`src/rtl/pipe_pkg.sv`:
```
// Shared pipeline types and constants for the decode/execute boundary.
package pipe_pkg;

  localparam int unsigned XLEN   = 32;
  localparam int unsigned REG_W  = 4;
  localparam int unsigned CTRL_W = 8;

  localparam logic [REG_W-1:0] REG_PC   = 4'hF;
  localparam logic [REG_W-1:0] REG_ZERO = 4'h0;

  // Execute control bundle carried alongside the operands.
  typedef struct packed {
    logic [CTRL_W-1:0] ctrl;
    logic              reg_we;
    logic              load;
    logic              mem_we;
  } ex_ctrl_t;

  // Full EX pipeline register contents.
  typedef struct packed {
    logic             valid;
    logic [XLEN-1:0]  rd1;
    logic [XLEN-1:0]  rd2;
    logic [REG_W-1:0] ra1;
    logic [REG_W-1:0] ra2;
    logic             use1;
    logic             use2;
    logic [REG_W-1:0] wa;
    logic [XLEN-1:0]  imm;
    ex_ctrl_t         ctl;
  } ex_reg_t;

  // A bubble clears every field, so an empty slot also presents zero operands.
  localparam ex_ctrl_t EX_CTRL_BUBBLE = '0;
  localparam ex_reg_t  EX_BUBBLE      = '0;

  // True when a producer writing 'wa' must be forwarded to a reader of 'ra'.
  // R0 and the PC are never forwarded: their read values are synthesised by decode.
  function automatic logic fwd_hit(input logic             used,
                                   input logic [REG_W-1:0] ra,
                                   input logic             we,
                                   input logic [REG_W-1:0] wa);
    return used && (ra != REG_ZERO) && (ra != REG_PC) && we && (wa == ra);
  endfunction

endpackage

```
`src/rtl/fwd_mux.sv`:
```
// Operand forwarding mux: MEM result over WB result over the registered read value.
module fwd_mux
  import pipe_pkg::*;
(
  input  logic [REG_W-1:0] ra,
  input  logic             used,
  input  logic [XLEN-1:0]  rd,
  input  logic [XLEN-1:0]  res_m,
  input  logic [REG_W-1:0] wa_m,
  input  logic             we_m,
  input  logic [XLEN-1:0]  res_w,
  input  logic [REG_W-1:0] wa_w,
  input  logic             we_w,
  output logic [XLEN-1:0]  op
);

  // MEM is the younger producer, so it wins when both match.
  always_comb begin
    op = rd;
    if (fwd_hit(used, ra, we_m, wa_m)) begin
      op = res_m;
    end else if (fwd_hit(used, ra, we_w, wa_w)) begin
      op = res_w;
    end
  end

endmodule

```
`src/rtl/id_ex_stage.sv`:
```
// ID/EX pipeline register with operand forwarding, load-use stall and flush handling.
module id_ex_stage
  import pipe_pkg::*;
#(
  parameter int unsigned CNT_W = 16
) (
  input  logic              clk,
  input  logic              rst,
  input  logic              valid_d,
  input  logic [XLEN-1:0]   rd1_d,
  input  logic [XLEN-1:0]   rd2_d,
  input  logic [REG_W-1:0]  ra1_d,
  input  logic [REG_W-1:0]  ra2_d,
  input  logic              use1_d,
  input  logic              use2_d,
  input  logic [REG_W-1:0]  wa_d,
  input  logic [XLEN-1:0]   imm_d,
  input  logic [CTRL_W-1:0] ctrl_d,
  input  logic              reg_we_d,
  input  logic              load_d,
  input  logic              mem_we_d,
  input  logic [XLEN-1:0]   alu_res_m,
  input  logic [REG_W-1:0]  wa_m,
  input  logic              reg_we_m,
  input  logic [XLEN-1:0]   result_w,
  input  logic [REG_W-1:0]  wa_w,
  input  logic              reg_we_w,
  input  logic              flush_i,
  input  logic              stall_i,
  output logic              stall_d,
  output logic              valid_e,
  output logic [XLEN-1:0]   srca_e,
  output logic [XLEN-1:0]   srcb_e,
  output logic [XLEN-1:0]   imm_e,
  output logic [CTRL_W-1:0] ctrl_e,
  output logic [REG_W-1:0]  wa_e,
  output logic              reg_we_e,
  output logic              load_e,
  output logic              mem_we_e,
  output logic [CNT_W-1:0]  bubble_cnt
);

  ex_reg_t          ex_q;
  ex_reg_t          dec;
  logic [CNT_W-1:0] bubble_cnt_q;
  logic             lu;
  logic             src_hit;

  // Pack the decode-stage fields into the EX register format.
  always_comb begin
    dec            = EX_BUBBLE;
    dec.valid      = valid_d;
    dec.rd1        = rd1_d;
    dec.rd2        = rd2_d;
    dec.ra1        = ra1_d;
    dec.ra2        = ra2_d;
    dec.use1       = use1_d;
    dec.use2       = use2_d;
    dec.wa         = wa_d;
    dec.imm        = imm_d;
    dec.ctl.ctrl   = ctrl_d;
    dec.ctl.reg_we = reg_we_d;
    dec.ctl.load   = load_d;
    dec.ctl.mem_we = mem_we_d;
  end

  // Gated EX outputs: an empty slot shows no side effects.
  always_comb begin
    valid_e  = ex_q.valid;
    imm_e    = ex_q.valid ? ex_q.imm        : '0;
    ctrl_e   = ex_q.valid ? ex_q.ctl.ctrl   : '0;
    wa_e     = ex_q.valid ? ex_q.wa         : '0;
    reg_we_e = ex_q.valid & ex_q.ctl.reg_we;
    load_e   = ex_q.valid & ex_q.ctl.load;
    mem_we_e = ex_q.valid & ex_q.ctl.mem_we;
  end

  // Load-use detection: a load in EX whose target is read by decode.
  always_comb begin
    src_hit = (use1_d && (ra1_d == wa_e)) || (use2_d && (ra2_d == wa_e));
    lu      = valid_d && valid_e && load_e && reg_we_e &&
              (wa_e != REG_ZERO) && (wa_e != REG_PC) && src_hit;
    stall_d = stall_i | (lu & ~flush_i);
  end

  // EX register update: reset, then downstream stall, flush, load-use bubble, advance.
  always_ff @(posedge clk) begin
    if (rst) begin
      ex_q         <= EX_BUBBLE;
      bubble_cnt_q <= '0;
    end else if (stall_i) begin
      ex_q         <= ex_q;
      bubble_cnt_q <= bubble_cnt_q;
    end else if (flush_i) begin
      ex_q         <= EX_BUBBLE;
      bubble_cnt_q <= bubble_cnt_q;
    end else if (lu) begin
      ex_q         <= EX_BUBBLE;
      if (bubble_cnt_q != '1) begin
        bubble_cnt_q <= bubble_cnt_q + CNT_W'(1);
      end
    end else begin
      ex_q         <= dec;
      bubble_cnt_q <= bubble_cnt_q;
    end
  end

  assign bubble_cnt = bubble_cnt_q;

  fwd_mux u_fwd_a (
    .ra    (ex_q.ra1),
    .used  (ex_q.use1),
    .rd    (ex_q.rd1),
    .res_m (alu_res_m),
    .wa_m  (wa_m),
    .we_m  (reg_we_m),
    .res_w (result_w),
    .wa_w  (wa_w),
    .we_w  (reg_we_w),
    .op    (srca_e)
  );

  fwd_mux u_fwd_b (
    .ra    (ex_q.ra2),
    .used  (ex_q.use2),
    .rd    (ex_q.rd2),
    .res_m (alu_res_m),
    .wa_m  (wa_m),
    .we_m  (reg_we_m),
    .res_w (result_w),
    .wa_w  (wa_w),
    .we_w  (reg_we_w),
    .op    (srcb_e)
  );

endmodule

```
`config.mk`:
```
export PLATFORM = sky130hd
export DESIGN_NAME = id_ex_stage
export DESIGN_NICKNAME = d
export VERILOG_FILES = /design/src/rtl/pipe_pkg.sv /design/src/rtl/fwd_mux.sv /design/src/rtl/id_ex_stage.sv
export SDC_FILE = /design/constraint.sdc
export NUM_CORES = 1
export LEC_CHECK = 0
export ABC_AREA = 1
export CAP_MARGIN = 20
export CORE_MARGIN = 10
export CORE_UTILIZATION = 43
export CTS_CLUSTER_DIAMETER = 30
export DETAILED_ROUTE_END_ITERATION = 10
export GPL_TIMING_DRIVEN = 0
export PLACE_DENSITY = 0.79
export SLEW_MARGIN = 20
export SYNTH_ARGS = -nofsm -noshare
export SYNTH_HDL_FRONTEND = slang
export SYNTH_SLANG_ARGS = --single-unit
```
`constraint.sdc`:
```
create_clock -name clk -period 2.14 [get_ports clk]
set_clock_uncertainty 0.15 [all_clocks]
set_input_delay 0.214 -clock clk [delete_from_list [all_inputs] [get_ports clk]]
set_output_delay 0.214 -clock clk [all_outputs]
set_load 0.005 [all_outputs]
```
==> flow_summary_export.csv <==
group,metric,value,unit
placed_design,place.detailed.hpwl,26200,um
floorplanning,placementRows,48,
placed_design,gpl.final_weighted_congestion,0.925,
power,switchingPower,1.79,mW
final_layout,ff_latch_area,2790,um^2
worst_hold_path,hold_start,"imm_d[23]",
final_layout,nFillCells,1102,
final_layout,multi_input_comb_area,5650,um^2
final_layout,fraction_of_final_layout_cells_with_drive_strength_greater_than_1,0.294,
grt,vias_in_the_first_global_route,9962,
timing,postLayoutSetupSlackWorst,-0.602,ns
setup_path,critical_path.slowest_cell,"dfxtp_2",
synth,synth_area_leaders,"dfxtp_1 (36%), nand2_1 (15%), nand3_1 (12%)",
cts,tritoncts.num_buffers,17,
worst_hold_path,worstHoldPathType,"in -> reg",
timing,finalHoldViolations,0,
floorplanning,die_w,153,um
setup_path,setup.worst_path.end_class,"output port",
grt,global_route.usage.total,0.292,
synth,area_share_of_the_largest_cell_type_after_synthesis,0.361,
setup_path,worst-endpoint-arrival,2.38,ns
grt,grt_first_pass_wirelength,55400,um
grt,globalRouteOverflowTotal,0,
timing,worst_slew_pin_slew,0.799,ns
cts,cts_hold_buf,0,
route,detail_route.wl_per_cell,23.3,um
outcome,outcome,"finished, violations left",
cts,h-tree-depth,4,
cts,worst_skew_pair.late_latency,0.43,ns
setup_path,critPathLaunch,"ex_q[50]$_SDFFE_PP0N_",
timing,grt_setup_unrepaired,"true",
timing,setup_viol_count_final,85,
power,clockPowerShare,0.428,
setup_path,max_stage_delay,0.37,ns
placed_design,placement.cell_area,11200,um^2
route,drc_errors,0,
setup_path,cp.required,1.78,ns
route,drt-initial-drc-count,1055,
timing,timing.final.max_slew_violations,0,
synth,ys_async_rst_share,0,
synth,post_synth_most_frequent_cells,"nand2_1 (307), nand3_1 (186), dfxtp_1 (138)",
power,pwr-share-comb,0.174,
power,share_seq_of_total_power,0.398,
synth,ys_seq_elements,138,
cts,clock_path_buffers,2,
placed_design,io_buffer_count,326,
grt,grt_antenna_before_repair,4,
setup_path,setup.worst_path.start_class,"register",
floorplanning,area_of_the_placeable_core,17400,um^2
power,p_int,5.06,mW
setup_path,crit_path_cell_trace,"inv_2, nand3_1, nand3_2, nor2_4, buf_6, clkbuf_8, nand3_1, a31oi_4, buf_6",
outcome,failed_checks,"setup timing",
final_layout,postLayoutCellArea,14300,um^2
timing,timing.fmax,365,MHz
timing,period_share,1.28,
grt,grt_start_max_net_pins,17,
power,power.density,478,nW/um^2
timing,max_slew_margin,0.467,
floorplanning,die_h,153,um
synth,synth_edf_count,0,
timing,timing.final.crit_period,2.74,ns
cts,cts.clk_slew.worst_paths,0.06,ns
route,viasPerCell,5.87,
final_layout,area_growth,87.4,%
setup_path,r2r_start,"valid_e$_SDFFE_PP0N_",
synth,ys.warnings.count,0,
route,detailedRoute.firstPassIterationCount,5,
power,total_leakage_power,5.85,nW
synth,syn_nets,1382,
synth,synth_top_area_cell,"dfxtp_1",
floorplanning,initial_core_util,0.441,
cts,tritoncts,"done",
power,p_sw_frac,0.261,
setup_path,register_to_register_setup_slack,-0.09,ns
route,drt_wl_total,42500,um
power,totalPowerFinal,6.85,mW
setup_path,timing.critical_path.fanout_max,10,
synth,yosysSeqAreaShare,0.361,
synth,synth_cell_type_count,31,
synth,syn_avg_cell_area,6.48,um^2
synth,synthCells,1181,
job,timing.max_cap.violations,0,
floorplanning,fp.dieArea,23500,um^2
setup_path,critical_path_class,"reg -> out",
synth,post_synthesis_cell_area,7650,um^2
route,drtAntennaViolNets,0,
floorplanning,boundary_pins,329,
final_layout,final_nets,1787,
route,num_vias,10704,
cts,clock_root_buffer,"clkbuf_16",
power,ir_drop,0.575,mV
synth,yosys_most_used_dff,"dfxtp_1",
cts,clkSinkCount,138,
synth,yosys.cell_count.top_type,"nand2_1",
[power groups by stage]
stage | combinational (mW) | sequential [mW] | clock [mW]
finish | 1.19 | 2.73 | 2.94
global route | 1.25 | 2.73 | 3.03
CTS | 1.04 | 2.71 | 2.90
detailed placement | 0.982 | 2.77 | 0
global placement | 0.973 | 2.76 | 0
floorplan | 0.350 | 2.75 | 0
[final timing paths]
| check | cells past startpoint | to |
|---|---|---|
| worst min-delay path | 3 | ex_q[34]$_SDFFE_PP0N_ |
| worst max-delay path | 9 | srcb_e[16] |
| worst min register to register | 2 | ex_q[7]$_SDFFE_PP0N_ |
| worst max register to register | 14 | ex_q[99]$_SDFFE_PP0N_ |
[worst max-delay path: cells and delay by family, from the launching register on]
| kind | cells | cell delay [ns] |
|---|---|---|
| flip-flops | 1 | 0.37 |
| AND/OR/NAND/NOR | 4 | 0.71 |
| buffers and inverters | 4 | 0.52 |
| AO/OA/AOI/OAI | 1 | 0.34 |
[layer usage]
metal / wire length [um] / GRT usage / up-vias
met5: 27 / 0 / -
met4: 2670 / 0.115 / 4
met3: 5560 / 0.129 / 231
met2: 19800 / 0.484 / 766
met1: 14400 / 0.323 / 4957
li1: - / - / 4746
[cell usage in the layout, fill, tap and decap left out, types with 4 or more instances in the layout]
cell / netlist / layout
nand4_1: 9 / 9
a21oi_2: 10 / 18
nand2_1: 307 / 252
nand2_2: 2 / 33
a31oi_1: 64 / 27
inv_1: 74 / 70
nor2_1: 126 / 73
a31oi_2: 0 / 7
a21oi_1: 114 / 106
nand3_1: 186 / 148
clkbuf_1: 65 / 37
clkinv_2: 0 / 6
buf_8: 1 / 22
a31oi_4: 0 / 30
nor2_2: 7 / 31
buf_4: 1 / 13
clkbuf_8: 0 / 6
xor2_1: 10 / 6
buf_2: 12 / 64
nor2_4: 2 / 31
buf_12: 0 / 18
nand2_4: 1 / 20
dlygate4sd2_1: 0 / 6
xor2_2: 0 / 4
buf_6: 9 / 38
nand3_4: 0 / 12
clkbuf_16: 0 / 29
inv_2: 3 / 5
nor3_4: 0 / 4
clkdlybuf4s50_1: 0 / 239
dlymetal6s2s_1: 0 / 16
dfxtp_1: 138 / 129
dfxtp_4: 0 / 7
nand2_8: 0 / 6
nand3_2: 21 / 47
[what timing repair did]
action | CTS | global route
gates resized for setup | 531 | 266
cloned | 11 | 7
setup endpoints to repair | 187 | 221
buffers inserted | 36 | 14
pin swaps | 47 | 63
[metrics by stage]
step                setup slack [ns]  hold slack [ns]  utilization  TNS (ns)  instances
CTS                           -0.349            0.202        0.746    -16.90       1807
global placement               -1.29            0.296        0.645   -110.51       1732
finish                        -0.602            0.203        0.826    -18.81       1824
global route                  -0.614            0.215        0.826    -26.72       1822
floorplan                      0.361            0.207            -         0       1181
detailed placement             -1.28            0.303        0.645   -112.90       1732
[layout make-up]
class / instances / area share
diodes: 3 / 0.000523
plain buffers: 88 / 0.0613
well taps: 225 / 0.0196
clock buffers: 19 / 0.0302
clock inverters: 10 / 0.00899
multi-input cells: 876 / 0.394
repair buffers: 388 / 0.270
inverters: 77 / 0.0205
flip-flops and latches: 138 / 0.195
[cells by family (layout without fill, tap and decap cells)]
group	after synthesis	count (layout)	synth area share
flip-flops	138	138	0.361
adder cells (fa/ha/maj)	1	1	0.00163
AO/OA/AOI/OAI	193	193	0.142
buffers and inverters	168	582	0.0951
XOR/XNOR	11	11	0.0126
other	0	3	0
AND/OR/NAND/NOR	670	671	0.388
[registers in the layout, indices dropped and copies added, names as in the netlist]
register    cells
ex_q          121
bubble_cnt     16
valid_e         1
Power figures use the tool's default switching activity.
